[src/rtl/clk_rst_seq_if.sv]
// Sequencer-side bundle: DCM supervision, per-domain resets and status.
interface clk_rst_seq_if #(
  parameter int N_CH = 4
);
  logic            DCM_LOCKED;
  logic            DCM_RST;
  logic [N_CH-1:0] CH_RST;
  logic            READY;
  logic [7:0]      RETRY_CNT;
  logic [7:0]      LOSS_CNT;
  logic [2:0]      STATE;

  // Sequencer side: watches the lock, drives every reset and status output.
  modport master (
    input  DCM_LOCKED,
    output DCM_RST,
    output CH_RST,
    output READY,
    output RETRY_CNT,
    output LOSS_CNT,
    output STATE
  );

  // Consumer side: the clocking wrapper and the downstream domains.
  modport slave (
    output DCM_LOCKED,
    input  DCM_RST,
    input  CH_RST,
    input  READY,
    input  RETRY_CNT,
    input  LOSS_CNT,
    input  STATE
  );
endinterface

[src/rtl/clk_rst_seq.sv]
// Reset sequencer for one MMCM/DCM: pulses the DCM reset, supervises lock
// with timeout/retry and a stability window, then releases N_CH downstream
// reset domains in staggered order. Lock loss after release re-arms it all.
module clk_rst_seq #(
  parameter int RST_CYCLES   = 255,
  parameter int LOCK_TIMEOUT = 65535,
  parameter int LOCK_STABLE  = 1023,
  parameter int N_CH         = 4,
  parameter int STAGGER      = 16,
  parameter int CNT_W        = 24
) (
  input  logic              CLK,
  input  logic              RST,
  clk_rst_seq_if.master     bus
);

  typedef enum logic [2:0] {
    S_RST     = 3'd0,
    S_WAIT    = 3'd1,
    S_STABLE  = 3'd2,
    S_RELEASE = 3'd3,
    S_RUN     = 3'd4
  } state_t;

  localparam logic [CNT_W-1:0] RST_LAST     = CNT_W'(RST_CYCLES - 1);
  localparam logic [CNT_W-1:0] TIMEOUT_LAST = CNT_W'(LOCK_TIMEOUT - 1);
  localparam logic [CNT_W-1:0] STABLE_LAST  = CNT_W'(LOCK_STABLE - 1);
  // Only meaningful for N_CH > 1; with a single channel S_RELEASE is skipped.
  localparam logic [CNT_W-1:0] REL_LAST     = CNT_W'((N_CH - 1) * STAGGER - 1);

  state_t           state;
  logic [CNT_W-1:0] cnt;
  logic             sync1;
  logic             lock_s;
  logic             dcm_rst;
  logic [N_CH-1:0]  ch_rst;
  logic             ready;
  logic [7:0]       retry_cnt;
  logic [7:0]       loss_cnt;

  // Two-flop synchroniser bringing the asynchronous DCM lock into CLK.
  always_ff @(posedge CLK or posedge RST) begin
    if (RST) begin
      sync1  <= 1'b0;
      lock_s <= 1'b0;
    end else begin
      sync1  <= bus.DCM_LOCKED;
      lock_s <= sync1;
    end
  end

  // Sequencer FSM with the shared counter and all registered outputs.
  always_ff @(posedge CLK or posedge RST) begin
    if (RST) begin
      state     <= S_RST;
      cnt       <= '0;
      dcm_rst   <= 1'b1;
      ch_rst    <= '1;
      ready     <= 1'b0;
      retry_cnt <= '0;
      loss_cnt  <= '0;
    end else if ((state == S_RELEASE || state == S_RUN) && !lock_s) begin
      // Lock loss after release outranks any release step or S_RUN entry.
      state    <= S_RST;
      cnt      <= '0;
      dcm_rst  <= 1'b1;
      ch_rst   <= '1;
      ready    <= 1'b0;
      if (loss_cnt != 8'hFF) loss_cnt <= loss_cnt + 8'd1;
    end else begin
      case (state)
        S_RST: begin
          dcm_rst <= 1'b1;
          if (cnt == RST_LAST) begin
            state   <= S_WAIT;
            cnt     <= '0;
            dcm_rst <= 1'b0;
          end else begin
            cnt <= cnt + 1'b1;
          end
        end

        S_WAIT: begin
          if (lock_s) begin
            state <= S_STABLE;
            cnt   <= '0;
          end else if (cnt == TIMEOUT_LAST) begin
            state   <= S_RST;
            cnt     <= '0;
            dcm_rst <= 1'b1;
            if (retry_cnt != 8'hFF) retry_cnt <= retry_cnt + 8'd1;
          end else begin
            cnt <= cnt + 1'b1;
          end
        end

        S_STABLE: begin
          if (!lock_s) begin
            state <= S_WAIT;
            cnt   <= '0;
          end else if (cnt == STABLE_LAST) begin
            cnt       <= '0;
            ch_rst[0] <= 1'b0;
            if (N_CH == 1) begin
              state <= S_RUN;
              ready <= 1'b1;
            end else begin
              state <= S_RELEASE;
            end
          end else begin
            cnt <= cnt + 1'b1;
          end
        end

        S_RELEASE: begin
          // Channel i drops when cnt reaches i*STAGGER-1 (i*STAGGER after ch 0).
          for (int unsigned i = 1; i < N_CH; i++) begin
            if (cnt == CNT_W'(i * STAGGER - 1)) ch_rst[i] <= 1'b0;
          end
          if (cnt == REL_LAST) begin
            state <= S_RUN;
            cnt   <= '0;
            ready <= 1'b1;
          end else begin
            cnt <= cnt + 1'b1;
          end
        end

        S_RUN: begin
          cnt <= cnt + 1'b1;
        end

        default: begin
          state   <= S_RST;
          cnt     <= '0;
          dcm_rst <= 1'b1;
          ch_rst  <= '1;
          ready   <= 1'b0;
        end
      endcase
    end
  end

  assign bus.DCM_RST   = dcm_rst;
  assign bus.CH_RST    = ch_rst;
  assign bus.READY     = ready;
  assign bus.RETRY_CNT = retry_cnt;
  assign bus.LOSS_CNT  = loss_cnt;
  assign bus.STATE     = state;

endmodule

[src/flat_wrapper.sv]
// flat-port wrapper written by rule: the top's interface ports become plain ports
module clk_rst_seq_flat 
#(
  parameter int RST_CYCLES   = 255,
  parameter int LOCK_TIMEOUT = 65535,
  parameter int LOCK_STABLE  = 1023,
  parameter int N_CH         = 4,
  parameter int STAGGER      = 16,
  parameter int CNT_W        = 24
)
  (CLK, RST, bus_DCM_LOCKED, bus_DCM_RST, bus_CH_RST, bus_READY, bus_RETRY_CNT, bus_LOSS_CNT, bus_STATE);
  clk_rst_seq_if #(.N_CH(N_CH)) bus_i ();
  input  logic CLK;
  input  logic RST;
  input wire logic [$bits(bus_i.DCM_LOCKED)-1:0] bus_DCM_LOCKED;
  output wire logic [$bits(bus_i.DCM_RST)-1:0] bus_DCM_RST;
  output wire logic [$bits(bus_i.CH_RST)-1:0] bus_CH_RST;
  output wire logic [$bits(bus_i.READY)-1:0] bus_READY;
  output wire logic [$bits(bus_i.RETRY_CNT)-1:0] bus_RETRY_CNT;
  output wire logic [$bits(bus_i.LOSS_CNT)-1:0] bus_LOSS_CNT;
  output wire logic [$bits(bus_i.STATE)-1:0] bus_STATE;
  assign bus_i.DCM_LOCKED = bus_DCM_LOCKED;
  assign bus_DCM_RST = bus_i.DCM_RST;
  assign bus_CH_RST = bus_i.CH_RST;
  assign bus_READY = bus_i.READY;
  assign bus_RETRY_CNT = bus_i.RETRY_CNT;
  assign bus_LOSS_CNT = bus_i.LOSS_CNT;
  assign bus_STATE = bus_i.STATE;
  clk_rst_seq #(.RST_CYCLES(RST_CYCLES), .LOCK_TIMEOUT(LOCK_TIMEOUT), .LOCK_STABLE(LOCK_STABLE), .N_CH(N_CH), .STAGGER(STAGGER), .CNT_W(CNT_W)) u_core (.CLK(CLK), .RST(RST), .bus(bus_i));
endmodule
[config.mk]
export PLATFORM = sky130hd
export DESIGN_NAME = clk_rst_seq_flat
export DESIGN_NICKNAME = d
export VERILOG_FILES = /design/src/rtl/clk_rst_seq_if.sv /design/src/rtl/clk_rst_seq.sv /design/src/flat_wrapper.sv
export SDC_FILE = /design/constraint.sdc
export NUM_CORES = 1
export LEC_CHECK = 0
export CAP_MARGIN = 5
export CORE_ASPECT_RATIO = 0.6
export CORE_MARGIN = 1
export CORE_UTILIZATION = 50
export CTS_CLUSTER_DIAMETER = 80
export DETAILED_ROUTE_END_ITERATION = 10
export GPL_TIMING_DRIVEN = 0
export PLACE_DENSITY = 0.68
export SLEW_MARGIN = 25
export SYNTH_ARGS = -nofsm -noshare
export SYNTH_HDL_FRONTEND = slang
export SYNTH_SLANG_ARGS = --single-unit
export TNS_END_PERCENT = 1
[constraint.sdc]
create_clock -name CLK -period 3 [get_ports CLK]
set_clock_uncertainty 0.2 [all_clocks]
set_input_delay 0.6 -clock CLK [delete_from_list [all_inputs] [get_ports CLK]]
set_output_delay 0.6 -clock CLK [all_outputs]
set_load 0.01 [all_outputs]
==> flow_metrics.py, run 1 <==
metrics = {
    "critical_path": {
        "endpoint": "u_core.cnt[17]$_DFF_PP0_",
        "path_class": "reg -> reg",
        "startpoint": "u_core.cnt[0]$_DFF_PP0_",
        "rrSetupSlack_ns": 0.25,
        "path_max_fanout": 10,
        "crit_chain": "ha_1, nand3_1, nor4_1, a21boi_0, nor4b_4, buf_6, nor3_2",
        "r2r_cells": 7,
        "cp.required_ns": 2.97,
        "worstPathArrival_ns": 2.72,
        "slowest_delay_ns": 0.47,
        "reg2reg_to": "u_core.cnt[17]$_DFF_PP0_",
        "cp-start-kind": "register",
        "cpMaxStageDelayCell": "nor4b_4",
        "timing.rr.start": "u_core.cnt[0]$_DFF_PP0_",
        "cp-end-kind": "register",
    },
    "timing": {
        "fmax_ghz": 0.364,
        "worst_pin_slew_ns": 0.698,
        "period_share_pct": 91.5,
        "finalSetupViolations": 0,
        "rsz0062_at_grt": "false",
        "final_max_slew_viol_count": 0,
        "max_slew_margin_pct": 53.5,
        "setup_slack_ns": 0.255,
        "min_period_ns": 2.75,
        "hold_viol_final": 0,
        "tns_ns": 0,
        "timing.hold.ws_ns": 0.158,
    },
    "route": {
        "ant_nets": 0,
        "dr.pass1.iters": 4,
        "drc": 0,
        "num_vias": 2049,
        "wl_mm": 5.78,
        "post_drt_wl_per_cell_um": 16.3,
        "drt_iter0_markers": 109,
        "vias_per_cell": 5.77,
    },
    "clock_tree": {
        "clk_pin_slew_worst_paths_ns": 0.10,
        "cts_made_buffers": 5,
        "root_buffer": "clkbuf_8",
        "cts_hold_buf": 0,
        "clockBufferDepth": 2,
        "cts_tree": "built",
        "cts.sinks": 51,
        "clk_latency_ns": 0.31,
        "cts_setup_buffers": 0,
        "cts_resized": 0,
        "htreeDepth": 2,
    },
    "die": {
        "io_pins": 28,
        "die_width_um": 96.2,
        "die_area_um2": 5630,
        "die_y_um": 58.5,
        "core-area_um2": 5080,
        "start_util_pct": 52.4,
        "std_cell_rows": 20,
    },
    "pwr": {
        "clkPwrFrac_pct": 44.9,
        "combPwrFrac_pct": 1.5,
        "p_sw_mw": 0.259,
        "seqPwrFrac_pct": 53.7,
        "leakage_nw": 1.35,
        "peakVddDrop_uv": 293,
        "p_sw_share_pct": 20.2,
        "finalPower_mw": 1.28,
        "powerDensity_nw_per_um2": 406,
        "intPower_mw": 1.02,
    },
    "logic_synthesis": {
        "synth.top_cells.by_count": "dfrtp_1 (46), xnor2_1 (24), nor3_1 (22)",
        "yosysSeqAreaShare_pct": 48.2,
        "syn_nets": 260,
        "synth.avg_cell_area_um2": 10.5,
        "synth_edf_count": 0,
        "async_flop_share_pct": 100,
        "postSynthCellCount": 253,
        "ys_warn_count": 0,
        "netlist.area_leader.share_pct": 43.2,
        "synth_cell_types": 44,
        "yosysTopAreaCell": "dfrtp_1",
        "ys_ff_latch": 51,
        "synth.most_common_cell": "dfrtp_1",
        "synth.area.top_cells": "dfrtp_1 (43%), xnor2_1 (7.9%), dfstp_2 (4.9%)",
        "netlist_area_um2": 2660,
        "synth_ff_type": "dfrtp_1",
    },
    "placement": {
        "gp_congestion": 0.847,
        "dp.cells": 346,
        "post_dp_cell_area_um2": 3020,
        "dp_hpwl_mm": 3.97,
        "port_buffers": 27,
        "dp_slack_ns": 0.243,
    },
    "global_routing": {
        "grt_pass1_wl_mm": 9.48,
        "grt_use_total_pct": 22.4,
        "grt_start_max_net_pins": 52,
        "grt_pass1_vias": 1824,
        "antenna_found_initial": 0,
        "overflow": 0,
    },
    "final_layout": {
        "layout-drive-gt1-share_pct": 14.2,
        "fill_cells": 426,
        "diodes": 0,
        "post-route-util_pct": 62.2,
        "syn_to_final_growth_pct": 18.7,
        "nets": 295,
        "fin_area_um2": 3160,
        "fin_cells": 355,
    },
    "status": {
        "status": "complete, no violations",
    },
    "worst_hold_path": {
        "hold_path.class": "reg -> reg",
    },
    "job": {
        "max_cap_violations": 0,
    },
}
## flip-flops by register name, indices dropped and copies added, names as in the netlist
| name | flops |
|---|---|
| u_core.lock_s | 1 |
| u_core.cnt | 24 |
| u_core.sync1 | 1 |
| u_core.bus.READY | 1 |
| u_core.bus.LOSS_CNT | 8 |
| u_core.bus.RETRY_CNT | 8 |
| u_core.bus.CH_RST | 4 |
| u_core.bus.DCM_RST | 1 |
| u_core.bus.STATE | 3 |
## kinds of logic after synthesis
logic type / count (synthesis) / synth area share, %
and+or+nand+nor: 119 / 27.7
DFF: 51 / 48.2
xor gates and xnor gates: 36 / 11.8
AOI/OAI and AO/OA: 23 / 6.49
buffers and inverters: 18 / 3.10
adders and majority gates: 4 / 1.88
muxes: 2 / 0.846
## layout make-up
| cell class | instances | area [um2] | area share [%] |
|---|---|---|---|
| buffer | 11 | 56.3 | 1.78 |
| clock buffer | 5 | 68.8 | 2.18 |
| clock inverter | 3 | 67.6 | 2.14 |
| inverter | 7 | 28.8 | 0.910 |
| multi-input combinational | 184 | 1300 | 41.0 |
| sequential | 51 | 1280 | 40.6 |
| tap | 66 | 82.6 | 2.61 |
| timing repair buffer | 28 | 278 | 8.79 |
## critical path: cells and delay by family, from the launching register on
kind	cells	cell delay, ns
AND/OR/NAND/NOR	4	1.20
flip-flops	1	0.45
AO/OA/AOI/OAI	1	0.31
buffers and inverters	1	0.23
adder cells (fa/ha/maj)	1	0.22
## power groups by stage
stage	registers (mW)	clock network [mW]	logic, mW
2_1_floorplan	0.702	0	0.0119
3_3_place_gp	0.702	0	0.0194
3_5_place_dp	0.702	0	0.0201
4_1_cts	0.689	0.580	0.0202
5_1_grt	0.689	0.609	0.0226
6_report	0.689	0.576	0.0187
## layout by cell type, fill, tap and decap left out, drive strengths merged, types with 6 or more instances in the layout
| cell | n |
|---|---|
| dfrtp | 46 |
| nor3 | 33 |
| clkdlybuf4s50 | 27 |
| xnor2 | 24 |
| nand2 | 17 |
| nand4 | 15 |
| clkbuf | 14 |
| xor2 | 12 |
| nand3 | 10 |
| nor2 | 9 |
| nor4 | 8 |
| inv | 7 |
| and4 | 6 |
## worst min-delay path by stage
stage,from,end,cells after the start
final,u_core.sync1$_DFF_PP0_,u_core.lock_s$_DFF_PP0_,0
after global routing,u_core.sync1$_DFF_PP0_,u_core.lock_s$_DFF_PP0_,0
after CTS,u_core.sync1$_DFF_PP0_,u_core.lock_s$_DFF_PP0_,0
after detailed placement,u_core.sync1$_DFF_PP0_,u_core.lock_s$_DFF_PP0_,0
after global placement,u_core.sync1$_DFF_PP0_,u_core.lock_s$_DFF_PP0_,0
after floorplan,u_core.sync1$_DFF_PP0_,u_core.lock_s$_DFF_PP0_,0
## layer usage
layer / routed length, um / global-route usage [%] / vias up
met5: 0 / 0 / -
met4: 34 / 5.54 / 0
met3: 274 / 4.91 / 5
met2: 2200 / 27.1 / 56
met1: 3260 / 38.5 / 1006
li1: - / - / 982
Power figures use the tool's default switching activity.
==> run 2, diff against run 1 <==
--- a/config.mk
+++ b/config.mk
@@ -8,11 +8,11 @@
 export CAP_MARGIN = 5
 export CORE_ASPECT_RATIO = 0.6
 export CORE_MARGIN = 1
-export CORE_UTILIZATION = 50
+export CORE_UTILIZATION = 56
 export CTS_CLUSTER_DIAMETER = 80
 export DETAILED_ROUTE_END_ITERATION = 10
 export GPL_TIMING_DRIVEN = 0
-export PLACE_DENSITY = 0.68
+export PLACE_DENSITY = 0.75
 export SLEW_MARGIN = 25
 export SYNTH_ARGS = -nofsm -noshare
 export SYNTH_HDL_FRONTEND = slang
==> run 2 against run 1 <==
Largest cell class unchanged. Critical path depth is 1 lower. Final cell count is 1.1% lower. Highest routed layer unchanged. Register-to-register slack worse by 0.06 ns. Power is 8.8% lower.
==> flow_metrics.py, run 2 (synthesis gave the netlist of run 1 again) <==
metrics = {
    "timing": {
        "period_share_pct": 93.6,
        "rsz0062_at_grt": "false",
        "finalSetupViolations": 0,
        "hold_viol_final": 0,
        "setup_slack_ns": 0.191,
        "final_max_slew_viol_count": 0,
        "timing.hold.ws_ns": 0.156,
        "max_slew_margin_pct": 53.6,
        "min_period_ns": 2.81,
        "fmax_ghz": 0.356,
        "worst_pin_slew_ns": 0.696,
    },
    "clock_tree": {
        "cts_hold_buf": 0,
        "cts.sinks": 51,
        "cts_tree": "built",
        "cts_resized": 0,
        "root_buffer": "clkbuf_8",
        "cts_made_buffers": 5,
        "clockBufferDepth": 2,
        "cts_setup_buffers": 0,
        "clk_latency_ns": 0.30,
        "htreeDepth": 2,
        "clk_pin_slew_worst_paths_ns": 0.09,
    },
    "global_routing": {
        "grt_pass1_vias": 1815,
        "grt_pass1_wl_mm": 9.09,
        "grt_use_total_pct": 23.0,
        "overflow": 0,
        "grt_start_max_net_pins": 52,
        "antenna_found_initial": 0,
    },
    "critical_path": {
        "slowest_delay_ns": 0.56,
        "reg2reg_to": "u_core.cnt[18]$_DFF_PP0_",
        "worstPathArrival_ns": 2.77,
        "path_class": "reg -> reg",
        "crit_chain": "or4_4, or4_4, o31ai_2, nor4b_4, buf_6, nor3_2",
        "cp_top_family": "simple AND/OR/NAND/NOR gates",
        "rrSetupSlack_ns": 0.19,
        "cp-start-kind": "register",
        "timing.rr.start": "u_core.cnt[21]$_DFF_PP0_",
        "r2r_cells": 6,
        "cp-end-kind": "register",
        "crit_top_cell": "or4_4",
        "path_buf_inv": 1,
        "cp.required_ns": 2.96,
        "cpMaxStageDelayCell": "or4_4",
        "path_max_fanout": 10,
    },
    "die": {
        "die_area_um2": 5040,
        "std_cell_rows": 19,
        "io_pins": 28,
        "die_width_um": 91.0,
        "die_y_um": 55.4,
        "start_util_pct": 58.3,
        "core-area_um2": 4560,
    },
    "final_layout": {
        "diodes": 0,
        "final_cell_mix": "dfrtp_1 (46), clkdlybuf4s50_1 (27), xnor2_1 (24)",
        "post-route-util_pct": 68.4,
        "regMostFlops": "u_core.cnt",
        "layout_commonest_cell": "dfrtp_1",
        "syn_to_final_growth_pct": 17.2,
        "layout-drive-gt1-share_pct": 13.2,
        "largest_reg_flops": 24,
        "nets": 294,
    },
    "route": {
        "dr.pass1.iters": 4,
        "num_vias": 2009,
        "ant_nets": 0,
        "wl_mm": 5.32,
        "post_drt_wl_per_cell_um": 15.2,
        "drc": 0,
        "vias_per_cell": 5.72,
        "drt_iter0_markers": 184,
    },
    "pwr": {
        "powerDensity_nw_per_um2": 375,
        "peakVddDrop_uv": 219,
        "leakage_nw": 1.33,
    },
    "worst_hold_path": {
        "hold_start": "u_core.sync1$_DFF_PP0_",
        "hold_path_end": "u_core.lock_s$_DFF_PP0_",
        "min_delay_path_depth": 0,
        "hold_path.class": "reg -> reg",
    },
    "placement": {
        "dp_slack_ns": 0.231,
        "gp_congestion": 0.872,
        "port_buffers": 27,
        "dp_hpwl_mm": 3.86,
    },
    "status": {
        "status": "complete, no violations",
    },
    "job": {
        "max_cap_violations": 0,
    },
}
-- run 2: cell types whose count changed in the layout (fill, tap and decap cells not counted) --
| cell | delta |
|---|---|
| bufinv_16 | -1 |
| buf_4 | -1 |
| clkinvlp_4 | -1 |
| clkbuf_1 | +2 |
-- run 2: worst max-delay path by stage --
| stage | from | end | depth (start not counted) |
|---|---|---|---|
| 2_1_floorplan | u_core.cnt[21]$_DFF_PP0_ | u_core.cnt[16]$_DFF_PP0_ | 6 |
| 3_3_place_gp | RST | u_core.cnt[1]$_DFF_PP0_ | 2 |
| 3_5_place_dp | u_core.cnt[21]$_DFF_PP0_ | u_core.cnt[17]$_DFF_PP0_ | 6 |
| 4_1_cts | u_core.cnt[21]$_DFF_PP0_ | u_core.cnt[16]$_DFF_PP0_ | 6 |
| 5_1_grt | u_core.cnt[0]$_DFF_PP0_ | u_core.cnt[16]$_DFF_PP0_ | 7 |
| 6_report | u_core.cnt[21]$_DFF_PP0_ | u_core.cnt[18]$_DFF_PP0_ | 6 |
-- run 2: worst register-to-register path: stages (launching register included) --
cell and delay, ns:
dfrtp_1 0.42, or4_4 0.56, or4_4 0.51, o31ai_2 0.20
nor4b_4 0.46, buf_6 0.25, nor3_2 0.06
-- run 2: final cells by class --
type                            instances  area [um2]
Sequential cell                        51        1280
Clock buffer                            7        76.3
Buffer                                 11        56.3
Clock inverter                          1        30.0
Inverter                                7        28.8
Timing Repair Buffer                   27         270
Multi-Input combinational cell        184        1300
Fill cell                             365        1440
Tap cell                               63        78.8
-- run 2: per-layer routing --
layer	share of wire [%]	vias up	wire length, um	GRT usage [%]
li1	-	984	-	-
met1	55	976	2900	36.9
met2	40	44	2150	31.6
met3	4.3	5	229	4.96
met4	0.71	0	38	5.44
met5	0	-	0	0
-- run 2: power breakdown --
part           switching [mW]  leakage, nW  internal, mW  total, mW
Combinational          0.0153        0.601       0.00309     0.0184
Sequential           0.000271        0.676         0.688      0.689
Clock                   0.214       0.0524         0.250      0.463
-- run 2: stage by stage --
| stage | power [mW] | TNS [ns] | std cells | cell area (um2) |
|---|---|---|---|---|
| after global routing | 1.22 | 0 | 351 | 3120 |
| after global placement | 0.721 | -0.0977 | 343 | 3010 |
| final | 1.17 | 0 | 351 | 3120 |
| after CTS | 1.19 | 0 | 351 | 3120 |
| after detailed placement | 0.722 | 0 | 343 | 3010 |
| after floorplan | 0.714 | 0 | 253 | 2660 |
==> run 3, diff against run 2 <==
--- a/config.mk
+++ b/config.mk
@@ -5,7 +5,6 @@
 export SDC_FILE = /design/constraint.sdc
 export NUM_CORES = 1
 export LEC_CHECK = 0
-export CAP_MARGIN = 5
 export CORE_ASPECT_RATIO = 0.6
 export CORE_MARGIN = 1
 export CORE_UTILIZATION = 56
==> results of run 3 <==
Final layout, timing and power as in run 2 (identical DEF).
